File: src/rtl/ber_run_controller_pkg.sv
// Shared state encoding and output decode for the BER run sequencer.
package ber_run_controller_pkg;

  localparam int unsigned STATE_W = 3;

  typedef enum logic [STATE_W-1:0] {
    ST_IDLE  = 3'd0,
    ST_CONV  = 3'd1,
    ST_SYNC  = 3'd2,
    ST_COUNT = 3'd3,
    ST_DONE  = 3'd4,
    ST_FAIL  = 3'd5
  } state_t;

  typedef struct packed {
    logic lms_en;
    logic cnt_en;
    logic done;
    logic fail;
  } run_outs_t;

  function automatic run_outs_t decode_outs(input state_t s);
    run_outs_t r;
    r = '0;
    case (s)
      ST_CONV, ST_SYNC: r.lms_en = 1'b1;
      ST_COUNT: begin
        r.lms_en = 1'b1;
        r.cnt_en = 1'b1;
      end
      ST_DONE: begin
        r.lms_en = 1'b1;
        r.done   = 1'b1;
      end
      ST_FAIL: r.fail = 1'b1;
      default: r = '0;
    endcase
    return r;
  endfunction

endpackage

File: src/rtl/ber_run_controller_sym_tick_gen.sv
// Sample-phase counter and registered symbol tick; held at phase 0 while disabled.
module sym_tick_gen #(
  parameter  int unsigned OVERSAMP = 4,
  localparam int unsigned PH_W     = (OVERSAMP > 1) ? $clog2(OVERSAMP) : 1
) (
  input  logic            clk,
  input  logic            i_reset,
  input  logic            i_en,
  output logic [PH_W-1:0] o_phase,
  output logic            o_tick
);

  localparam logic [PH_W-1:0] PH_LAST = PH_W'(OVERSAMP - 1);

  logic [PH_W-1:0] phase_nxt;

  always_comb begin
    phase_nxt = (o_phase == PH_LAST) ? '0 : o_phase + PH_W'(1);
  end

  always_ff @(posedge clk or negedge i_reset) begin
    if (!i_reset) begin
      o_phase <= '0;
      o_tick  <= 1'b0;
    end else if (!i_en) begin
      o_phase <= '0;
      o_tick  <= 1'b0;
    end else begin
      o_phase <= phase_nxt;
      o_tick  <= (phase_nxt == PH_LAST);
    end
  end

endmodule

File: src/rtl/ber_run_controller.sv
// Run sequencer: convergence, BER latency sync with retry, BER count window, pass/fail.
module ber_run_controller
  import ber_run_controller_pkg::*;
#(
  parameter  int unsigned OVERSAMP     = 4,
  parameter  int unsigned CONV_SYMS    = 352590,
  parameter  int unsigned SYNC_TIMEOUT = 261121,
  parameter  int unsigned MEAS_SYMS    = 1000000,
  parameter  int unsigned MAX_RETRY    = 3,
  parameter  int unsigned NB_CNT       = 32,
  localparam int unsigned PH_W         = (OVERSAMP > 1) ? $clog2(OVERSAMP) : 1
) (
  input  logic               clk,
  input  logic               i_reset,
  input  logic               i_sw,
  input  logic               i_sync_lock,
  output logic               o_sym_tick,
  output logic [PH_W-1:0]    o_phase,
  output logic               o_lms_en,
  output logic               o_sync_req,
  output logic               o_cnt_en,
  output logic               o_cnt_clr,
  output logic               o_done,
  output logic               o_fail,
  output logic [STATE_W-1:0] o_state,
  output logic [3:0]         o_led
);

  localparam int unsigned RT_W = $clog2(MAX_RETRY + 1);

  localparam logic [NB_CNT-1:0] CONV_LAST  = NB_CNT'(CONV_SYMS - 1);
  localparam logic [NB_CNT-1:0] SYNC_LAST  = NB_CNT'(SYNC_TIMEOUT - 1);
  localparam logic [NB_CNT-1:0] MEAS_LAST  = NB_CNT'(MEAS_SYMS - 1);
  localparam logic [RT_W-1:0]   RETRY_LAST = RT_W'(MAX_RETRY - 1);

  state_t            state;
  state_t            state_nxt;
  logic [NB_CNT-1:0] sym_cnt;
  logic [RT_W-1:0]   retry;
  logic              tick;
  logic              tick_en;
  logic              restart;
  logic              retry_inc;
  logic              clr_nxt;
  logic              retry_last;
  run_outs_t         outs_nxt;

  // Phase runs only while the run stays active, so it reads 0 on the first
  // non-IDLE cycle and no tick can leak into the cycle after dropping to IDLE.
  assign tick_en = (state != ST_IDLE) && (state_nxt != ST_IDLE);

  sym_tick_gen #(
    .OVERSAMP(OVERSAMP)
  ) u_sym_tick_gen (
    .clk     (clk),
    .i_reset (i_reset),
    .i_en    (tick_en),
    .o_phase (o_phase),
    .o_tick  (tick)
  );

  assign o_sym_tick = tick;
  assign retry_last = (retry == RETRY_LAST);

  always_comb begin
    state_nxt = state;
    restart   = 1'b0;
    retry_inc = 1'b0;
    clr_nxt   = 1'b0;
    if (!i_sw) begin
      state_nxt = ST_IDLE;
    end else begin
      case (state)
        ST_IDLE: begin
          state_nxt = ST_CONV;
          clr_nxt   = 1'b1;
        end
        ST_CONV: begin
          if (tick && sym_cnt == CONV_LAST) state_nxt = ST_SYNC;
        end
        ST_SYNC: begin
          if (i_sync_lock) begin
            state_nxt = ST_COUNT;
            clr_nxt   = 1'b1;
          end else if (tick && sym_cnt == SYNC_LAST) begin
            if (retry_last) begin
              state_nxt = ST_FAIL;
            end else begin
              retry_inc = 1'b1;
              restart   = 1'b1;
            end
          end
        end
        ST_COUNT: begin
          if (!i_sync_lock) begin
            if (retry_last) begin
              state_nxt = ST_FAIL;
            end else begin
              retry_inc = 1'b1;
              state_nxt = ST_SYNC;
            end
          end else if (tick && sym_cnt == MEAS_LAST) begin
            state_nxt = ST_DONE;
          end
        end
        ST_DONE, ST_FAIL: state_nxt = state;
        default: state_nxt = ST_IDLE;
      endcase
    end
    outs_nxt = decode_outs(state_nxt);
  end

  // Outputs are registered from the next-state decode so they change on the
  // same edge as the state register.
  always_ff @(posedge clk or negedge i_reset) begin
    if (!i_reset) begin
      state      <= ST_IDLE;
      sym_cnt    <= '0;
      retry      <= '0;
      o_lms_en   <= 1'b0;
      o_sync_req <= 1'b0;
      o_cnt_en   <= 1'b0;
      o_cnt_clr  <= 1'b0;
      o_done     <= 1'b0;
      o_fail     <= 1'b0;
      o_state    <= '0;
    end else begin
      state <= state_nxt;

      if (state_nxt != state || restart) sym_cnt <= '0;
      else if (tick)                     sym_cnt <= sym_cnt + NB_CNT'(1);

      if (state == ST_IDLE) retry <= '0;
      else if (retry_inc)   retry <= retry + RT_W'(1);

      o_lms_en   <= outs_nxt.lms_en;
      o_cnt_en   <= outs_nxt.cnt_en;
      o_done     <= outs_nxt.done;
      o_fail     <= outs_nxt.fail;
      o_sync_req <= (state_nxt == ST_SYNC) && !restart;
      o_cnt_clr  <= clr_nxt;
      o_state    <= state_nxt;
    end
  end

  assign o_led = {o_fail, o_done, o_cnt_en, o_lms_en};

endmodule
File: config.mk
export PLATFORM = sky130hd
export DESIGN_NAME = ber_run_controller
export DESIGN_NICKNAME = d
export VERILOG_FILES = /design/src/rtl/ber_run_controller_pkg.sv /design/src/rtl/ber_run_controller_sym_tick_gen.sv /design/src/rtl/ber_run_controller.sv
export SDC_FILE = /design/constraint.sdc
export NUM_CORES = 1
export LEC_CHECK = 0
export CORE_MARGIN = 10
export CORE_UTILIZATION = 50
export DETAILED_ROUTE_END_ITERATION = 8
export GPL_TIMING_DRIVEN = 0
export HOLD_SLACK_MARGIN = 0.12
export PLACE_DENSITY = 0.74
export SYNTH_ARGS = -nofsm -noshare
export SYNTH_HDL_FRONTEND = slang
export SYNTH_HIERARCHICAL = 1
export SYNTH_SLANG_ARGS = --single-unit
File: constraint.sdc
create_clock -name clk -period 4.41 [get_ports clk]
set_input_delay 0.6615 -clock clk [delete_from_list [all_inputs] [get_ports clk]]
set_output_delay 0.6615 -clock clk [all_outputs]
set_load 0.005 [all_outputs]
==> results by group, run 1 <==
Run status
  • Outcome: completed

Yosys
  • Count of cell types in the netlist: 43
  • Mux contribution to synthesized area: 0.419%
  • Sequential area share after synthesis: 42.8%
  • Post-synthesis cell count: 294
  • Synth top area share: a little over two fifths
  • Synth Register Bits: 46
  • Syn Area/Cell: 9.14 µm²
  • Area share of and/or/nand/nor cells after synthesis: 34.2%
  • Main combinational cell family by area after synthesis: simple AND/OR/NAND/NOR gates
  • Post-Syn Area: 2690 µm²
  • Asr flop ratio synth: 100%
  • Xor/xnor share of the synthesized area: 11.5%
  • Area leader, netlist: dfrtp_1
  • Ys flop type: dfrtp_1
  • Post-synth EDFFs: 0
  • Area share of fa/ha/maj cells after synthesis: 2.79%
  • Top cells by area, synth: dfrtp_1 (43%), nand2_1 (7.0%), xnor2_1 (6.8%), nor2_1 (5.3%), xor2_1 (3.6%)
  • YS warnings: 6
  • Post-synth net total: slightly above 300
  • Synth Area in Compound Gates: about 3.6%

Power and ir drop
  • Clock share of power: 35.9%
  • Combinational power share: under 10%
  • Max VDD drop: roughly 0.00019 V
  • Sw frac: between 20% and 30%
  • Power per cell area: roughly 240 nW/µm²
  • Overall power: 0.000740 W
  • Sequential power share: a little under three fifths
  • Pint: 0.000570 W
  • NetSw: between 0.00015 and 0.0002 W
  • Pleak: between 1 and 1.5 nW

CTS
  • Clock sink total: 46
  • Post-CTS resize count: 0
  • CTS H-tree lvls: 2
  • Clock Pin Slew Worst Setup and Hold Paths: about 0.09 ns
  • # hold bufs at CTS: 0
  • CTS max path bufs: 2
  • Post-CTS Setup Inserts: 0
  • CTS tree: done
  • Clock latency on the worst-skew pair: 0.30 ns
  • Num CTS Buffers: 5
  • Root buf cell: clkbuf_8

Setup path
  • RR Startpoint: sym_cnt[0]
  • Worst Reg-to-Reg Cells: 9
  • CP required: about 4.6 ns
  • Worst setup path category: reg -> reg
  • WP data arrival: 2.85 ns
  • RR Endpoint: sym_cnt[19]
  • Worst R2R Setup Slack: 1.75 ns
  • Worst setup SP type: flop
  • Worst setup EP type: flop
  • CP max FO: 10

Global routing
  • GRT Total Usage: between 10% and 20%
  • Via count of the first global-routing pass: 1989
  • First-pass GRT wire length: 9540 µm
  • GR Overflow Total: 0
  • Antenna violations before repair: 0
  • Largest net degree at the start of global routing: 34

Final layout
  • Final design utilization: 59.2%
  • Most common cell after layout, fill and taps aside: nand2_1
  • Most frequent cells in the layout: nand2_1 (50), dfrtp_1 (46), nor2_1 (38), xnor2_1 (21), clkdlybuf4s50_1 (17)
  • Area Growth Syn to Fin: 13.9%
  • Final instance area: 3060 µm²
  • Finished Layout Cells: 391
  • Share of cells above drive strength 1: between 10% and 20%
  • Final #Nets: 330
  • # diodes: 0

Timing
  • Worst Clk Skew: 0.0118 ns
  • Achievable frequency: 376 MHz
  • RSZ-0062 raised after global routing: no
  • Period minus WS final: 2.66 ns
  • Final setup vio count: 0
  • Worst-Margin Slew: 0.621 ns
  • Period utilization: between 60% and 70%
  • Final hold viol count: 0
  • Setup TNS: 0 ns
  • Fin. max-slew vios: 0
  • Slew headroom: roughly three fifths

Route
  • First-pass detailed-route iteration total: 4
  • Antenna viol nets, final: 0
  • Via count: 2100
  • Post-Route WL: 5450 µm
  • Drt initial violations: 79
  • Drt drc: 0
  • Vias per cell: around 5.4
  • DR WL/cell: 13.9 µm

Place
  • I/O Buffers: 18
  • Dpl hpwl: 4040 µm
  • DP Area: 2970 µm²
  • Routability cong.: roughly 0.85
  • Dpl cells: 383

Floorplan
  • Ports: 20
  • Row count: 26
  • Die width: 93.3 µm
  • Initial core utilization: 52.0%
  • Core ar.: 5170 µm²
  • Die H: 93.3 µm
  • Die footprint: a little under 9000 µm²

Flow run
  • MaxCap Viol Count: 0

Hold path
  • HP Class: in -> async
## cell type report
cell class                      instances  area [µm²]
Buffer                                 15        96.3
Clock buffer                            7        86.3
Clock inverter                          1        5.00
Fill cell                             447        2110
Inverter                                8        30.0
Multi-Input combinational cell        225        1410
Sequential cell                        46        1150
Tap cell                               70        87.6
Timing Repair Buffer                   19         195
## metal layers
layer / part of all wire (%) / track usage [%] / up-vias
met5: 0 / 0 / -
met2: 46 / 21.1 / 47
met1: 47 / 17.4 / 1007
li1: - / - / 1042
met4: 0.99 / 4.24 / 0
met3: 5.0 / 3.36 / 4
## flip-flops by register name, indices dropped and copies added, names as in the netlist, 2 cells and up
| signal | count |
|---|---|
| retry | 2 |
| state | 3 |
| u_sym_tick_gen/o_phase | 2 |
| sym_cnt | 32 |
## power groups by stage
stage / combinational, W / clock (W) / sequential (W)
after floorplan: 0.0000256 / 0 / 0.000434
after global placement: 0.0000482 / 0 / 0.000434
after detailed placement: 0.0000499 / 0 / 0.000434
after CTS: 0.0000506 / 0.000275 / 0.000426
after global routing: 0.0000548 / 0.000291 / 0.000426
final: 0.0000490 / 0.000266 / 0.000426
## cells by family after synthesis
family / Yosys count
AOI/OAI and AO/OA: 11
buffers and inverters: 23
DFF: 46
muxes: 1
and+or+nand+nor: 174
adders and majority gates: 6
xor gates and xnor gates: 33
## worst max-delay path, cell delays in order (launching register included)
cell and delay [ns]:
dfrtp_1 0.45, ha_1 0.20, nand4_1 0.22, nor3_4 0.41, nand4_1 0.13, and4_4 0.22, o311a_4 0.39, xor2_4 0.24
buf_6 0.21, nor2_2 0.05
## worst max-delay path by stage
stage / from / to / slack [ns] / cells after the start
after floorplan: sym_cnt[0] / sym_cnt[11] / 2.07 / 9
after global placement: i_reset / u_sym_tick_gen/o_phase[0] / 1.42 / 1
after detailed placement: i_sync_lock / sym_cnt[16] / 1.56 / 8
after CTS: sym_cnt[0] / sym_cnt[19] / 1.74 / 9
after global routing: sym_cnt[0] / sym_cnt[16] / 1.56 / 9
final: sym_cnt[0] / sym_cnt[19] / 1.75 / 9
## Yosys cell counts, types with 2 or more instances
cell type and n:
nand2_1 50, clkbuf_1 6, nand3b_1 2, ha_1 6
and3_1 9, o21a_1 2, nor3_1 5, dfrtp_1 46
nand3_1 10, buf_6 3, xor2_1 11, and4_1 8
nor4_1 5, nand4_1 13, nor4b_1 3, and2_1 2
nor2_2 12, nor3b_1 3, nor2_1 38, buf_4 4
xnor2_1 21, buf_2 2, inv_1 8, nor2b_1 6
## through the flow
step,hold slack [ns],worst slack (ns)
global placement,0.482,1.42
detailed placement,0.491,1.56
CTS,0.250,1.74
global route,0.259,1.56
finish,0.243,1.75
floorplan,0.366,2.07
No activity file was read; power rests on OpenSTA's default activity.
==> run 2, diff against run 1 <==
==> constraint.sdc (replaced) <==
create_clock -name clk -period 2.6 [get_ports clk]
set_input_delay 0.39 -clock clk [delete_from_list [all_inputs] [get_ports clk]]
set_output_delay 0.39 -clock clk [all_outputs]
set_load 0.005 [all_outputs]
==> results by group, run 2 (synthesis gave the netlist of run 1 again) <==
Power and ir drop
  • Power per cell area: 404 nW/µm² (+67%)
  • Max VDD drop: 0.000319 V (+70%)
  • Pleak: 1.38 nW (+3.2%)

Place
  • Dpl hpwl: 4040 µm (unchanged)
  • I/O Buffers: 18 (unchanged)
  • Routability cong.: 0.847 (unchanged)
  • Pre-CTS setup slack: -0.0348 ns (-1.60 ns)
  • DP Area: 2970 µm² (unchanged)

Final layout
  • Largest registers: sym_cnt x32, state x3
  • Most common cell after layout, fill and taps aside: nand2_1
  • Most frequent cells in the layout: nand2_1 (50), dfrtp_1 (44), nor2_1 (37), xnor2_1 (21), clkdlybuf4s50_1 (17)
  • # diodes: 0 (unchanged)
  • Area Growth Syn to Fin: 17.3%
  • Max FFs per register: 32 (unchanged)
  • Share of cells above drive strength 1: 15.5% (+4.0 points)
  • Final instance area: 3150 µm² (+2.9%)
  • # fillers: 431 (-3.6%)
  • Top reg by flops: sym_cnt
  • Final #Nets: 337 (+2.1%)

Setup path
  • Worst R2R Setup Slack: 0.09 ns (-1.67 ns)
  • CP required: 2.79 ns (-1.81 ns)
  • CP max-delay cell: or4b_1
  • Setup crit start: sym_cnt[5]
  • WP data arrival: 2.71 ns (-0.14 ns)
  • RR Startpoint: sym_cnt[5]
  • Worst setup path category: reg -> reg
  • Setup crit end: sym_cnt[4]
  • Worst setup EP type: flop
  • Crit-path cells: or4b_1 > nor2_2 > and4_4 > o31ai_2 > o311a_4 > xor2_4 > buf_12 > buf_2 > nor2_1
  • Worst setup SP type: flop
  • RR Endpoint: sym_cnt[4]
  • Crit path largest cell delay: 0.59 ns (+0.14 ns)
  • Worst Reg-to-Reg Cells: 9 (unchanged)
  • CP max FO: 7 (-3)

Route
  • DR WL/cell: 14.2 µm (+1.9%)
  • Drt initial violations: 63 (-20%)
  • Via count: 2172 (+3.4%)
  • Vias per cell: 5.46 (+1.6%)
  • Drt drc: 0 (unchanged)
  • First-pass detailed-route iteration total: 4 (unchanged)
  • Antenna viol nets, final: 0 (unchanged)
  • Post-Route WL: 5650 µm (+3.8%)

Timing
  • Period utilization: 96.7% (+36 points)
  • Setup WS post-layout: 0.0858 ns (-1.67 ns)
  • Worst Clk Skew: 0.00884 ns (-0.00298 ns)
  • Final hold viol count: 0 (unchanged)
  • Fin. max-slew vios: 0 (unchanged)
  • Hold_ws: 0.494 ns (+0.251 ns)
  • Period minus WS final: 2.51 ns (-0.145 ns)
  • Final setup vio count: 0 (unchanged)
  • Achievable frequency: 398 MHz (+5.8%)
  • Slew headroom: 58.5% (+0.30 points)
  • Worst-Margin Slew: 0.617 ns (-0.00444 ns)

CTS
  • CTS H-tree lvls: 2 (unchanged)
  • CTS max path bufs: 2 (unchanged)
  • Root buf cell: clkbuf_8
  • Clock Pin Slew Worst Setup and Hold Paths: 0.09 ns (about the same)
  • Num CTS Buffers: 5 (unchanged)
  • Clock sink total: 46 (unchanged)
  • CTS tree: done
  • Clock latency on the worst-skew pair: 0.30 ns (about the same)

Global routing
  • Via count of the first global-routing pass: 2003 (+0.70%)
  • First-pass GRT wire length: 9580 µm (+0.51%)
  • Largest net degree at the start of global routing: 34 (unchanged)
  • GR Overflow Total: 0 (unchanged)
  • Antenna violations before repair: 0 (unchanged)
  • GRT Total Usage: 13.4% (+0.050 points)

Run status
  • Outcome: completed

Floorplan
  • Row count: 26 (unchanged)
  • Ports: 20 (unchanged)
  • Die H: 93.3 µm (unchanged)
  • Initial core utilization: 52.0% (unchanged)
  • Die footprint: 8710 µm² (unchanged)
  • Core ar.: 5170 µm² (unchanged)
  • Die width: 93.3 µm (unchanged)

Flow run
  • MaxCap Viol Count: 0 (unchanged)

Hold path
  • HP Class: reg -> reg
run 2: cell count changes in the layout (fill, tap and decap cells not counted), sizes merged:
cell         change
buf              +6
dlygate4sd3      +1
run 2: worst min-delay path by stage:
stage,start,to,slack [ns],cells past startpoint
after global routing,i_sw,o_cnt_clr,0.53,2
after floorplan,i_reset,o_cnt_clr,0.09,0
after global placement,u_sym_tick_gen/o_phase[0],u_sym_tick_gen/o_phase[0],0.48,1
final,u_sym_tick_gen/o_phase[0],u_sym_tick_gen/o_phase[0],0.49,1
after CTS,u_sym_tick_gen/o_phase[0],u_sym_tick_gen/o_phase[0],0.50,1
after detailed placement,i_reset,sym_cnt[2],0.31,1
run 2: worst max-delay path: cells and delay by family (launching register included):
family / cells / cell delay (ns)
buf+inv: 2 / 0.30
xor+xnor: 1 / 0.17
simple gates: 4 / 1.03
flops: 1 / 0.42
compound gates: 2 / 0.49
run 2: routing by layer:
layer	track usage [%]	part of all wire, %	vias up
met4	4.24	1.2	0
li1	-	-	1063
met2	21.3	46	60
met1	17.4	45	1042
met5	0	0	-
met3	3.36	7.2	7
run 2: cell type report:
cell class / instances / area (µm²) / area share, %
Multi-Input combinational cell: 225 / 1420 / 45.1
Sequential cell: 46 / 1150 / 36.6
Buffer: 14 / 100 / 3.18
Clock buffer: 7 / 86.3 / 2.74
Inverter: 8 / 30.0 / 0.953
Clock inverter: 1 / 5.00 / 0.159
Tap cell: 70 / 87.6 / 2.78
Timing Repair Buffer: 27 / 268 / 8.50
run 2: repair_timing:
action                     in CTS  in global routing
setup buffers                   2                  3
pin swaps                       1                  2
gates resized for setup         0                 12
hold buffers                    1                  0
setup endpoints to repair      30                 30
cloned                          0                  2
hold endpoints to repair       13                  0
run 2: through the flow:
step,TNS [ns],utilization [%],power (W),std cells
finish,0,60.9,0.00127,398
global route,-0.0321,60.9,0.00133,398
CTS,0,59.7,0.00127,394
detailed placement,-0.475,57.4,0.000821,383
global placement,-5.70,57.1,0.000818,382
floorplan,0,-,0.000780,294
run 2: power breakdown:
group	switching, W	internal [W]
Sequential	0.00000322	0.000719
Clock	0.000236	0.000215
Combinational	0.0000553	0.0000444
